## config.mk

```make
export PLATFORM = sky130hd
export DESIGN_NAME = change_dispenser
export DESIGN_NICKNAME = d
export VERILOG_FILES = /design/src/rtl/change_dispenser.sv
export SDC_FILE = /design/constraint.sdc
export NUM_CORES = 1
export LEC_CHECK = 0
export CAP_MARGIN = 20
export CORE_ASPECT_RATIO = 1.4
export CORE_MARGIN = 3
export CORE_UTILIZATION = 30
export CTS_CLUSTER_DIAMETER = 200
export CTS_CLUSTER_SIZE = 20
export DETAILED_ROUTE_END_ITERATION = 12
export HOLD_SLACK_MARGIN = 0.02
export PLACE_DENSITY = 0.51
export SYNTH_ARGS = -nofsm -noshare
export SYNTH_HDL_FRONTEND = slang
export SYNTH_SLANG_ARGS = --single-unit
```

## constraint.sdc

```tcl
create_clock -name clk -period 1.7 [get_ports clk]
set_input_delay 0.34 -clock clk [delete_from_list [all_inputs] [get_ports clk]]
set_output_delay 0.34 -clock clk [all_outputs]
set_load 0.1 [all_outputs]
```

## src/rtl/change_dispenser.sv

```systemverilog
// change_dispenser: coin-payout back end. Pays a 5 rs-unit change code by
// firing 10 rs / 5 rs hopper solenoids one coin at a time, each confirmed by
// the drop sensor. Reports done, paid amount and sticky faults.
// Optional feature macro: CHG_SUBST_EN (substitute 5 rs coins when the
// 10 rs hopper is empty).
module change_dispenser #(
  parameter int unsigned PULSE_CYCLES = 4,
  parameter int unsigned ACK_TIMEOUT  = 255,
  parameter int unsigned TO_W         = 8
) (
  input  logic       clk,
  input  logic       rst,
  input  logic       req,
  input  logic [2:0] change,
  input  logic       hop10_empty,
  input  logic       hop5_empty,
  input  logic       coin_seen,
  input  logic       fault_clr,
  output logic       hop10_fire,
  output logic       hop5_fire,
  output logic       busy,
  output logic       done,
  output logic       fault,
  output logic [2:0] paid
);

  localparam int unsigned PC_W = (PULSE_CYCLES > 1) ? $clog2(PULSE_CYCLES) : 1;

  typedef enum logic [2:0] {
    S_IDLE,
    S_SELECT,
    S_FIRE,
    S_WAIT,
    S_DONE,
    S_FAULT
  } state_t;

  state_t            state_q, state_n;
  logic [2:0]        rem_q, rem_n;
  logic              coin_q, coin_n;     // 1 = 10 rs, 0 = 5 rs
  logic [PC_W-1:0]   pcnt_q, pcnt_n;
  logic [TO_W-1:0]   tcnt_q, tcnt_n;
  logic              seen_q, seen_n;     // coin_seen recorded during FIRE
  logic [2:0]        paid_q, paid_n;
  logic [2:0]        step;

  // State and datapath registers; reset drops every output decode at once
  always_ff @(posedge clk or negedge rst) begin
    if (!rst) begin
      state_q <= S_IDLE;
      rem_q   <= '0;
      coin_q  <= 1'b0;
      pcnt_q  <= '0;
      tcnt_q  <= '0;
      seen_q  <= 1'b0;
      paid_q  <= '0;
    end else begin
      state_q <= state_n;
      rem_q   <= rem_n;
      coin_q  <= coin_n;
      pcnt_q  <= pcnt_n;
      tcnt_q  <= tcnt_n;
      seen_q  <= seen_n;
      paid_q  <= paid_n;
    end
  end

  // Next-state and datapath update
  always_comb begin
    state_n = state_q;
    rem_n   = rem_q;
    coin_n  = coin_q;
    pcnt_n  = pcnt_q;
    tcnt_n  = tcnt_q;
    seen_n  = seen_q;
    paid_n  = paid_q;
    step    = coin_q ? 3'd2 : 3'd1;

    case (state_q)
      S_IDLE: begin
        if (req) begin
          paid_n = '0;
          if (change == 3'd0) begin
            state_n = S_DONE;
          end else if (change <= 3'd4) begin
            rem_n   = change;
            state_n = S_SELECT;
          end else begin
            state_n = S_FAULT;
          end
        end
      end

      S_SELECT: begin
        seen_n = 1'b0;
        pcnt_n = '0;
        tcnt_n = '0;
        if (rem_q == 3'd0) begin
          state_n = S_DONE;
        end else if (rem_q >= 3'd2) begin
          if (!hop10_empty) begin
            coin_n  = 1'b1;
            state_n = S_FIRE;
          end
`ifdef CHG_SUBST_EN
          else if (!hop5_empty) begin
            coin_n  = 1'b0;
            state_n = S_FIRE;
          end
`endif
          else begin
            state_n = S_FAULT;
          end
        end else if (!hop5_empty) begin
          coin_n  = 1'b0;
          state_n = S_FIRE;
        end else begin
          state_n = S_FAULT;
        end
      end

      S_FIRE: begin
        if (coin_seen) begin
          seen_n = 1'b1;
        end
        if (pcnt_q == PC_W'(PULSE_CYCLES - 1)) begin
          state_n = S_WAIT;
        end else begin
          pcnt_n = pcnt_q + PC_W'(1);
        end
      end

      S_WAIT: begin
        if (coin_seen || seen_q) begin
          rem_n   = rem_q - step;
          paid_n  = paid_q + step;
          seen_n  = 1'b0;
          state_n = S_SELECT;
        end else if (tcnt_q == TO_W'(ACK_TIMEOUT)) begin
          state_n = S_FAULT;
        end else begin
          tcnt_n = tcnt_q + TO_W'(1);
        end
      end

      S_DONE: begin
        state_n = S_IDLE;
      end

      S_FAULT: begin
        if (fault_clr) begin
          state_n = S_IDLE;
        end
      end

      default: begin
        state_n = S_IDLE;
      end
    endcase
  end

  // Outputs decoded from registered state only
  assign hop10_fire = (state_q == S_FIRE) && coin_q;
  assign hop5_fire  = (state_q == S_FIRE) && !coin_q;
  assign busy       = (state_q == S_SELECT) || (state_q == S_FIRE) ||
                      (state_q == S_WAIT)   || (state_q == S_DONE);
  assign done       = (state_q == S_DONE);
  assign fault      = (state_q == S_FAULT);
  assign paid       = paid_q;

endmodule
```

==> impl_results.md, run 1 <==
- Layout area overhead: 51.24%
- Synth Flop Type: dfrtp_1
- FF-to-FF setup slack: 0 ps
- Critical Path, Cell by Cell: buf_6 -> nor2_4 -> buf_6 -> xnor2_4 -> buf_12
- Critical path endpoint category: primary output
- Die area: 5398 µm²
- Relative slew slack: 65.70%
- Maximum number of pins on one net before global-route repair: 22
- Compound-Gate Fraction of Synth Area: 19.93%
- Post-Synth Adder-Cell Area: 8.448%
- Most frequent cells in the layout: buf_4, dfrtp_1, inv_1, o21ai_0, nand2_1
- DRC Markers: 0
- Synthesized cell area: 1363 µm²
- Max incr delay on CP: 440 ps
- Fin. max-slew vios: 0
- Post-route ant nets: 0
- Crit path top cell by count: buf_6
- Setup violators final: 1
- Most common cell after layout, fill and taps aside: buf_4
- Switching power: 0.001642 W
- Sw Ratio: 47.36%
- Via density: 5.031
- Vias in the first global route: 1,332
- Largest fanout on the critical path: 5
- Least-Margin Pin Slew: 512.3 ps
- Synthesized area per cell: 9.024 µm²
- Worst min-delay path class: in2async
- WL per Instance: 14.13 µm
- Final Core Density: 47.82%
- Post-synthesis cell count: 151
- Sequential share of power: 23.7%
- Antenna cells: 0
- Leak pwr: 0.8987 nW
- Tcrit/Tclk final: 100.3%
- Post-Synth XOR/XNOR Area: 1.286%
- Max Cap Viol: 0
- Layout cells sized above 1: 32.82%
- First-pass GRT wire length: 6.182 mm
- Total Routing Usage GR: 14.48%
- FF-to-FF Start: state_q[0]
- Clock share of power: 9.8%
- Mux cell area share after synthesis: 2.479%
- RSZ-0062 raised after global routing: true
- Post-synthesis cell type count: 40
- Initial Util: 31.62%
- Failing checks: setup timing
- Half-perimeter wire length after placement: 2.794 mm
- WP data required: 1360 ps
- Die Span Y: 85.74 µm
- Hold Violations, Final: 0
- Clock-pin slew on the worst setup and hold paths: 80 ps
- GP Congestion: 0.8495
- Num CTS Buffers: 3
- CP max stage cell: dfrtp_2
- CP startpoint kind: flop
- Crit Path Category: reg2out
- Yosys Warn Count: 0
- Fmax: 586.5 MHz
- Final worst setup slack: -5.148 ps
- Synthesized flop and latch total: 21
- TritonRoute pass-1 iters: 4
- Max Clock Skew: 4.512 ps
- Die width: 62.96 µm
- Largest family of logic cells by synthesized area: simple AND/OR/NAND/NOR gates
- Register area share after synthesis: 38.57%
- Starting DRC count in detailed routing: 33
- Worst flop-to-flop path endpoint: rem_q[0]
- PortBufs: 17
- DR vias: 1,283
- Combinational Power Share: 66.5%
- VDD IR max: 0.0006287 V
- NumNets Final: 214
- Top Ports: 18
- PwrDens: 1683 nW/µm²
- Worst hold margin: 424.0 ps
- Latest clock arrival within the worst-skew pair: 260 ps
- Final global-route overflow total: 0
- Bufs on Longest Clock Path: 2
- Outcome: complete, but fails checks
- Hold-fix buffers, CTS: 0
- Arr. time, crit path: 1370 ps
- CTS tree: built
- Total Wirelength: 3.604 mm
- Syn Nets: 169
- Number of synthesized flops with an enable pin: 0
- Core Area: 4309 µm²
- Clock root cell: clkbuf_8
- Internal Power: 0.001825 W
- H-tree lvl count: 1
- Clock Sinks: 21
- Crit path time final: 1705 ps
- Initial antenna violation count: 0
- Post-synthesis simple-gate area fraction: 23.32%
- Register-to-Register Path Depth: 3
- Ys async rst share: 100.0%
- Rows: 28
-- critical path: cells and delay by family, from the launching register on --
kind                   cells  cell delay (ps)
XOR/XNOR                   1              120
AND/OR/NAND/NOR            1              100
flip-flops                 1              440
buffers and inverters      3              450
-- what timing repair did --
| item | in CTS | in global routing |
|---|---|---|
| resized for setup | 15 | 7 |
| pin swaps | 2 | 3 |
| cloned | 0 | 0 |
| buffers inserted | 5 | 2 |
| setup endpoints to repair | 8 | 12 |
-- layout make-up --
cell class              count  area (µm²)
clock buffers               4       45.04
repair buffers             45       479.2
multi-input cells         112       875.8
fillers                   421        2248
inverters                  13       48.80
well taps                  60       75.07
flip-flops and latches     21       536.8
-- cells in the mapped netlist, types with 4 or more instances --
cell type  number  area (µm²)
o211ai_1        4       30.03
nor2_1         10       37.54
nand2_1        10       37.54
o21ai_0        13       65.06
nand2b_1        4       25.02
ha_1            6       75.07
dfrtp_1        21       525.5
nand3_1         9       45.04
nor3_1          5       25.02
o31ai_1         4       30.03
inv_1          13       48.80
a21oi_1        10       50.05
-- per-layer routing --
metal / vias to the layer above / GRT usage, % / part of all wire (%)
li1: 629 / - / -
met4: 0 / 8.635 / 4.3
met5: - / 0 / 0
met2: 25 / 25.55 / 52
met1: 617 / 16.64 / 41
met3: 12 / 1.704 / 2.4
-- registers in the layout, indices dropped and copies added, names as in the netlist --
signal and count:
tcnt_q 8, state_q 3, paid 3, rem_q 3
seen_q 1, coin_q 1, pcnt_q 2
-- kinds of logic after synthesis --
group / count (synthesis)
simple gates: 58
compound gates: 41
flops: 21
buf+inv: 18
fa+ha+maj: 8
mux: 3
xor+xnor: 2
-- worst max-delay path by stage --
stage | from | depth (start not counted) | slack [ps] | to
final | state_q[1] | 5 | -5 | busy
after global routing | state_q[0] | 5 | -80 | rem_q[2]
after CTS | state_q[1] | 5 | -10 | busy
after detailed placement | change[1] | 7 | -540 | rem_q[0]
after global placement | change[1] | 7 | -480 | rem_q[1]
after floorplan | state_q[2] | 3 | -150 | hop5_fire
-- power by group through the flow --
stage	logic, W	registers, W	clock network [W]
floorplan	0.00129	0.000943	0
global placement	0.00208	0.000812	0
detailed placement	0.00212	0.000817	0
CTS	0.00226	0.000821	0.000345
global route	0.00246	0.000846	0.000365
finish	0.00231	0.000821	0.000340
-- per-stage QoR --
stage	total power [W]	setup WS (ps)	cells	cell area [µm²]	setup TNS (ps)
final	0.003467	-5.148	255	2061	-5.148
after global routing	0.003673	-84.17	255	2061	-291.9
after CTS	0.003426	-10.13	253	2024	-14.94
after detailed placement	0.002939	-542.1	244	1913	-3062
after global placement	0.002896	-483.2	244	1913	-2733
after floorplan	0.002233	-146.0	151	1479	-500.9
Power figures use the tool's default switching activity.
==> run 2, diff against run 1 <==
- SLEW_MARGIN: unset -> 25
==> results of run 2 <==
Final layout, timing and power as in run 1 (identical DEF).
